**config.mk**
```make
export PLATFORM = sky130hd
export DESIGN_NAME = mux_onehot_tree
export DESIGN_NICKNAME = d
export VERILOG_FILES = /design/src/rtl/mux_onehot_tree.sv
export SDC_FILE = /design/constraint.sdc
export NUM_CORES = 1
export LEC_CHECK = 0
export ABC_AREA = 0
export CORE_ASPECT_RATIO = 0.5
export CORE_MARGIN = 3
export CORE_UTILIZATION = 22
export DETAILED_ROUTE_END_ITERATION = 10
export PLACE_DENSITY = 0.95
export SYNTH_ARGS = -nofsm -noshare
export SYNTH_HDL_FRONTEND = slang
export SYNTH_SLANG_ARGS = --single-unit
```
**constraint.sdc**
```tcl
create_clock -name vclk -period 2.4
set_clock_uncertainty 0.15 [all_clocks]
set_input_delay 0.48 -clock vclk [all_inputs]
set_output_delay 0.48 -clock vclk [all_outputs]
set_load 0.1 [all_outputs]
```
**src/rtl/mux_onehot_tree.sv**
```systemverilog
// rtl/mux_onehot_tree.sv - one-hot select multiplexer built as a SPLIT-ary reduction tree
//
// mux_onehot_tree (top)
//   clk    in   clock, only used when REGISTERED=1
//   rst_n  in   asynchronous active-low reset, only used when REGISTERED=1
//   oht    in   [WIDTH]        one-hot select, bit i selects ary[i]
//   ary    in   DAT_T [WIDTH]  data entries
//   vld    out  at least one select bit set
//   dat    out  DAT_T selected word (0 when nothing selected)
//
// mux_onehot_tree_node (recursive tree node)
//   oht/ary in, vld/dat out with the same meaning as the top, combinational only

module mux_onehot_tree_node #(
    parameter type DAT_T          = logic [7:0],
    parameter int  WIDTH          = 16,
    parameter int  SPLIT          = 4,
    parameter int  IMPLEMENTATION = 0
) (
    input  logic [WIDTH-1:0] oht,
    input  DAT_T             ary [WIDTH-1:0],
    output logic             vld,
    output DAT_T             dat
);

    localparam int  DW    = $bits(DAT_T);
    localparam bit  LEAF  = (WIDTH <= SPLIT);
    // Entries per sub-group; the last group keeps whatever remains.
    localparam int  CHUNK = (WIDTH + SPLIT - 1) / SPLIT;
    localparam int  NG    = (WIDTH + CHUNK - 1) / CHUNK;
    localparam int  N     = LEAF ? WIDTH : NG;

    // Inputs of this node's reduction: raw oht/ary at a leaf,
    // child (vld, dat) pairs at an internal node.
    logic [N-1:0]  sel;
    logic [DW-1:0] src [N-1:0];
    logic [DW-1:0] acc;

    if (LEAF) begin : g_leaf
        assign sel = oht;
        for (genvar i = 0; i < WIDTH; i++) begin : g_src
            assign src[i] = ary[i];
        end
    end else begin : g_inner
        for (genvar g = 0; g < NG; g++) begin : g_grp
            localparam int GLO = g * CHUNK;
            localparam int GW  = ((WIDTH - GLO) < CHUNK) ? (WIDTH - GLO) : CHUNK;

            DAT_T sub_ary [GW-1:0];
            logic sub_vld;
            DAT_T sub_dat;

            for (genvar k = 0; k < GW; k++) begin : g_slice
                assign sub_ary[k] = ary[GLO + k];
            end

            mux_onehot_tree_node #(
                .DAT_T          (DAT_T),
                .WIDTH          (GW),
                .SPLIT          (SPLIT),
                .IMPLEMENTATION (IMPLEMENTATION)
            ) u_child (
                .oht (oht[GLO +: GW]),
                .ary (sub_ary),
                .vld (sub_vld),
                .dat (sub_dat)
            );

            assign sel[g] = sub_vld;
            assign src[g] = sub_dat;
        end
    end

    if (IMPLEMENTATION == 1) begin : g_prio
        // Scan from the top down so the lowest-index valid input wins.
        always_comb begin
            acc = '0;
            for (int i = N - 1; i >= 0; i--) begin
                if (sel[i]) begin
                    acc = src[i];
                end
            end
        end
    end else begin : g_andor
        // Masking each entry with its own select keeps unselected X values out.
        always_comb begin
            acc = '0;
            for (int i = 0; i < N; i++) begin
                acc = acc | (src[i] & {DW{sel[i]}});
            end
        end
    end

    assign vld = |sel;
    assign dat = acc;

endmodule

module mux_onehot_tree #(
    parameter type DAT_T          = logic [7:0],
    parameter int  WIDTH          = 16,
    parameter int  SPLIT          = 4,
    parameter int  IMPLEMENTATION = 0,
    parameter bit  REGISTERED     = 0
) (
    input  logic             clk,
    input  logic             rst_n,
    input  logic [WIDTH-1:0] oht,
    input  DAT_T             ary [WIDTH-1:0],
    output logic             vld,
    output DAT_T             dat
);

    // Any value other than 1 falls back to AND-OR.
    localparam int IMPL = (IMPLEMENTATION == 1) ? 1 : 0;

    logic tree_vld;
    DAT_T tree_dat;

    mux_onehot_tree_node #(
        .DAT_T          (DAT_T),
        .WIDTH          (WIDTH),
        .SPLIT          (SPLIT),
        .IMPLEMENTATION (IMPL)
    ) u_root (
        .oht (oht),
        .ary (ary),
        .vld (tree_vld),
        .dat (tree_dat)
    );

    if (REGISTERED) begin : g_reg
        always_ff @(posedge clk or negedge rst_n) begin
            if (!rst_n) begin
                vld <= 1'b0;
                dat <= '0;
            end else begin
                vld <= tree_vld;
                dat <= tree_dat;
            end
        end
    end else begin : g_comb
        logic unused_clk_rst;
        assign unused_clk_rst = clk ^ rst_n;
        assign vld = tree_vld;
        assign dat = tree_dat;
    end

endmodule

```
==> impl_metrics.toml, run 1 <==
[status]
status = "finished, violations left"
violations = "negative setup slack"

[routing]
drt_iter0_drc = 164
drc_errors = 0
via_count = 2009
detail-route-antenna-nets = 0
routedWlPerCell_microns = 30.6
drt_first_pass_iters = 6
drt_wl_total_mm = 9.45
via_per_inst = 6.50

[final_layout]
num-clock-buffers = 0
final_nets = 409
area_delta_synth_final_pct = 265
finalInstanceArea_sq_um = 2920
fill_cells = 123
drive_above_1_share_pct = 31.4
finalNonFillerCells = 309
seqCellArea_sq_um = 0
antenna_cells = 0
seq_cells = 0
post-route-util_pct = 90.5

[synth]
synthTopCellsByCount = "a22o_1 (32), a221oi_1 (29), buf_6 (10)"
synth_area_per_cell_sq_um = 8.58
synth_nets = 239
ys_warn_count = 0
synth_top_area_share_pct = 35.1
synthDistinctLibCells = 9
yosysTopAreaCell = "a22o_1"
ys_top_cells_by_area = "a22o_1 (35%), a221oi_1 (32%), buf_6 (14%), nand4_1 (7.1%), a221oi_2 (5.6%)"
yosysSeqAreaShare_pct = 0
synth_cells = 93
synth_area_sq_um = 798
yosysMostFrequentCell = "a22o_1"

[critical_path]
worstSetupEndpointType = "primary output"
startpoint_type = "input port"
cp.arrival_ps = 1840
critical_path.cell_chain = "clkdlybuf4s50_1, a22o_1, a221oi_2, nand4_1, buf_12"
criticalPathCategory = "in2out"
max_stage_delay_ps = 400
worstPathMaxFanout = 1
crit_slowest_cell = "clkdlybuf4s50_1"
required_ps = 1770

[grt]
overflow = 0
grt_max_degree = 10
grt_pass1_vias = 1952
grt_pass1_wl_mm = 11.4
grt.total_usage_pct = 32.9
antenna_found_initial = 0

[placement]
hpwl_mm = 5.95
post_dp_cell_area_sq_um = 2720
portBuffers = 153
place_inst = 303
gp_congestion = 0.873
place_ws_ps = -250

[sta]
drv_slew = 0
min_period_over_period_pct = 103
fmax_mhz = 404
setup_viol = 6
slew_headroom_pct = 76.8
setup_ws_ps = -73.5
hold_viol = 0
tightest_slew_ps = 345
final.min_clock_period_ps = 2470
grt_setup_unrepaired = "yes"

[floorplan]
fp.coreArea_sq_um = 3220
die_h_microns = 48.6
die_w_microns = 91.2
io_pins = 155
initial_core_util_pct = 24.8
die_area_sq_um = 4430
row_count = 14

[flow_run]
cap_violations = 0

[pwr]
p_per_area_nw_per_um2 = 178
ir_worst_vdd_uv = 101
p_leak_uw = 0.00144

[min_path]
hp-class = "in2out"
worstHoldPathCells = 4

[cts]
hold_buffers = 0
[final cells by class]
class | count | area [sq um] | area share [%]
repair buffers | 184 | 1930 | 66.3
multi-input cells | 77 | 922 | 31.6
well taps | 48 | 60.1 | 2.06
[power by group]
part           internal [uW]  switching [uW]  leakage [uW]
registers                  0               0             0
clock network              0               0             0
logic                    308             212       0.00144
total                    308             212       0.00144
[cells by family after synthesis]
group | after synthesis | synth area share [%]
buffers and inverters | 16 | 17.2
AOI/OAI and AO/OA | 64 | 72.6
and+or+nand+nor | 13 | 10.2
[per-stage QoR]
step	total power (uW)	setup TNS [ps]	hold WS (ps)
3_3_place_gp	453	-1570	1620
6_report	520	-201	1380
3_5_place_dp	467	-1970	1640
4_1_cts	486	0	1540
2_1_floorplan	170	-1010	1540
5_1_grt	534	-365	1410
[worst paths after layout]
| path | from | to | slack [ps] |
|---|---|---|---|
| worst min-delay path | ary[27] | dat[3] | 1380 |
| worst max-delay path | ary[7] | dat[7] | -70 |
[cells in the final DEF (no fill, tap or decap)]
| master | instances |
|---|---|
| a22o_1 | 32 |
| nand4_1 | 9 |
| clkdlybuf4s50_1 | 87 |
| buf_2 | 2 |
| buf_12 | 10 |
| buf_6 | 9 |
| dlymetal6s2s_1 | 37 |
| dlygate4sd2_1 | 12 |
| clkbuf_2 | 8 |
| nor4_1 | 2 |
| a221oi_2 | 26 |
| buf_4 | 19 |
| nor4_2 | 2 |
| a221oi_4 | 6 |
[routing by layer]
| layer | GRT usage [%] | vias up | part of all wire (%) |
|---|---|---|---|
| li1 | - | 789 | - |
| met1 | 36.9 | 957 | 35 |
| met2 | 62.9 | 196 | 49 |
| met3 | 6.66 | 67 | 8.8 |
| met4 | 10.0 | 0 | 7.3 |
| met5 | 0 | - | 0 |
[worst max-delay path, delay by kind of cell]
kind | cells | cell delay [ps]
AO/OA/AOI/OAI | 2 | 510
AND/OR/NAND/NOR | 1 | 220
buffers and inverters | 2 | 630
[what timing repair did]
| action | 4_1_cts | 5_1_grt |
|---|---|---|
| buffers inserted | 3 | 0 |
| setup endpoints to repair | 9 | 8 |
| cloned | 3 | 0 |
| pin swaps | 16 | 35 |
| resized for setup | 32 | 58 |
No activity file was read; power rests on OpenSTA's default activity.
==> run 2: changes to the inputs <==
CORE_UTILIZATION = 18   (was 22)
GPL_TIMING_DRIVEN = 0   (was unset)
PLACE_DENSITY = 0.88   (was 0.95)
clock period = 2.2 ns   (was 2.4 ns; I/O delays follow)
==> run 2 against run 1 <==
Compared with the run above:
- the flow still finishes with violations (negative setup slack)
- worst setup slack better by 54 ps
- count of clock-buffer cells in the layout stayed put
- wire length is 29% lower
- power is 14% lower
- flip-flop and latch count stayed put
- critical path type unchanged
- critical endpoint is now dat[5]
- highest routed layer unchanged
==> impl_metrics.toml, run 2 (synthesis results as in run 1) <==
[floorplan]
die_w_microns = 100
die_area_sq_um = 5320
row_count = 16
io_pins = 155
initial_core_util_pct = 19.5
die_h_microns = 53.1
fp.coreArea_sq_um = 4080

[sta]
whs_ps = 1210
hold_viol = 0
grt_setup_unrepaired = "yes"
tightest_slew_ps = 582
drv_slew = 0
fmax_mhz = 451
setup_tns_ps = -19.1
min_period_over_period_pct = 101
setup_ws_ps = -19.1
final.min_clock_period_ps = 2220
slew_headroom_pct = 61.4
setup_viol = 1

[critical_path]
crit_slowest_cell = "a22o_1"
worstPathMaxFanout = 1
cp_top_family = "compound AO/OA/AOI/OAI gates"
worstSetupEndpointType = "primary output"
max_stage_delay_ps = 270
cp.arrival_ps = 1630
criticalPathCategory = "in2out"
startpoint_type = "input port"
required_ps = 1610
cp_num_buf_inv = 2
critical_path.cell_chain = "clkdlybuf4s15_1, a22o_1, a221oi_2, nand4_1, buf_12"

[pwr]
p_total_uw = 449
p_per_area_nw_per_um2 = 175
ir_worst_vdd_uv = 105
p_leak_uw = 0.00129

[final_layout]
num-clock-buffers = 0
layout_commonest_cell = "clkdlybuf4s50_1"
finalNonFillerCells = 284
mostFrequentLayoutCells = "clkdlybuf4s50_1 (48), dlygate4sd2_1 (45), a22o_1 (32), dlymetal6s2s_1 (32), a221oi_2 (31)"
seq_cells = 0
post-route-util_pct = 63.0
area_delta_synth_final_pct = 222
final_nets = 378
antenna_cells = 0
seqCellArea_sq_um = 0
drive_above_1_share_pct = 25.2

[flow_run]
cap_violations = 0

[routing]
routedWlPerCell_microns = 23.5
drt_wl_total_mm = 6.66
drt_iter0_drc = 107
drt_first_pass_iters = 4
via_count = 1568
via_per_inst = 5.52
detail-route-antenna-nets = 0
drc_errors = 0

[placement]
portBuffers = 137
place_inst = 284
gp_congestion = 0.902

[grt]
grt_pass1_vias = 1660
grt.total_usage_pct = 22.9
overflow = 0
grt_max_degree = 10
grt_pass1_wl_mm = 9.18
antenna_found_initial = 0

[cts]
hold_buffers = 0
post_cts_buffers = 0

[status]
status = "finished, violations left"
violations = "negative setup slack"

[min_path]
hp-class = "in2out"
==> run 2: changes by cell type in the layout (fill, tap and decap cells not counted), sizes merged <==
cell	delta
buf	-19
clkbuf	-5
clkdlybuf4s15	+4
clkdlybuf4s50	-39
dlygate4sd2	+33
dlymetal6s2s	-5
==> run 2: stage by stage <==
stage	setup slack, ps	instance area, sq um
after floorplan	-252	1020
after global placement	-857	2460
after detailed placement	-866	2460
after CTS	-110	2460
after global routing	-81.9	2570
final	-19.1	2570
==> run 2: power by group <==
part	leakage (uW)	internal (uW)	switching, uW
Sequential	0	0	0
Combinational	0.00129	275	175
Clock	0	0	0
Total	0.00129	275	175
==> run 2: worst paths after layout <==
kind,from,to,depth (start not counted),slack (ps)
min,ary[56],dat[0],4,1210
max,ary[5],dat[5],5,-20
==> run 2: tightest hold or removal path, stage by stage <==
cell	delay [ps]
dlymetal6s2s_1	100
a221oi_2	80
nand4_1	110
buf_12	180
==> run 2: layout make-up <==
type	instances	area, sq um
tap	54	67.6
buffer	16	170
fill	351	1510
multi-input combinational	77	860
timing repair buffer	137	1480
==> run 2: routing by layer <==
metal / vias to the layer above / share of wire [%] / wire [microns] / track usage, %
li1: 733 / - / - / -
met1: 749 / 38 / 2550 / 28.2
met2: 62 / 54 / 3610 / 44.0
met3: 24 / 3.8 / 251 / 1.32
met4: 0 / 3.7 / 248 / 6.26
met5: - / 0 / 0 / 0
==> run 2: timing repair <==
action                                  CTS  global route
pin swaps                                39            36
gates resized for setup                 120            39
endpoints found under the setup margin    9             8
endpoints found under the hold margin     0             0
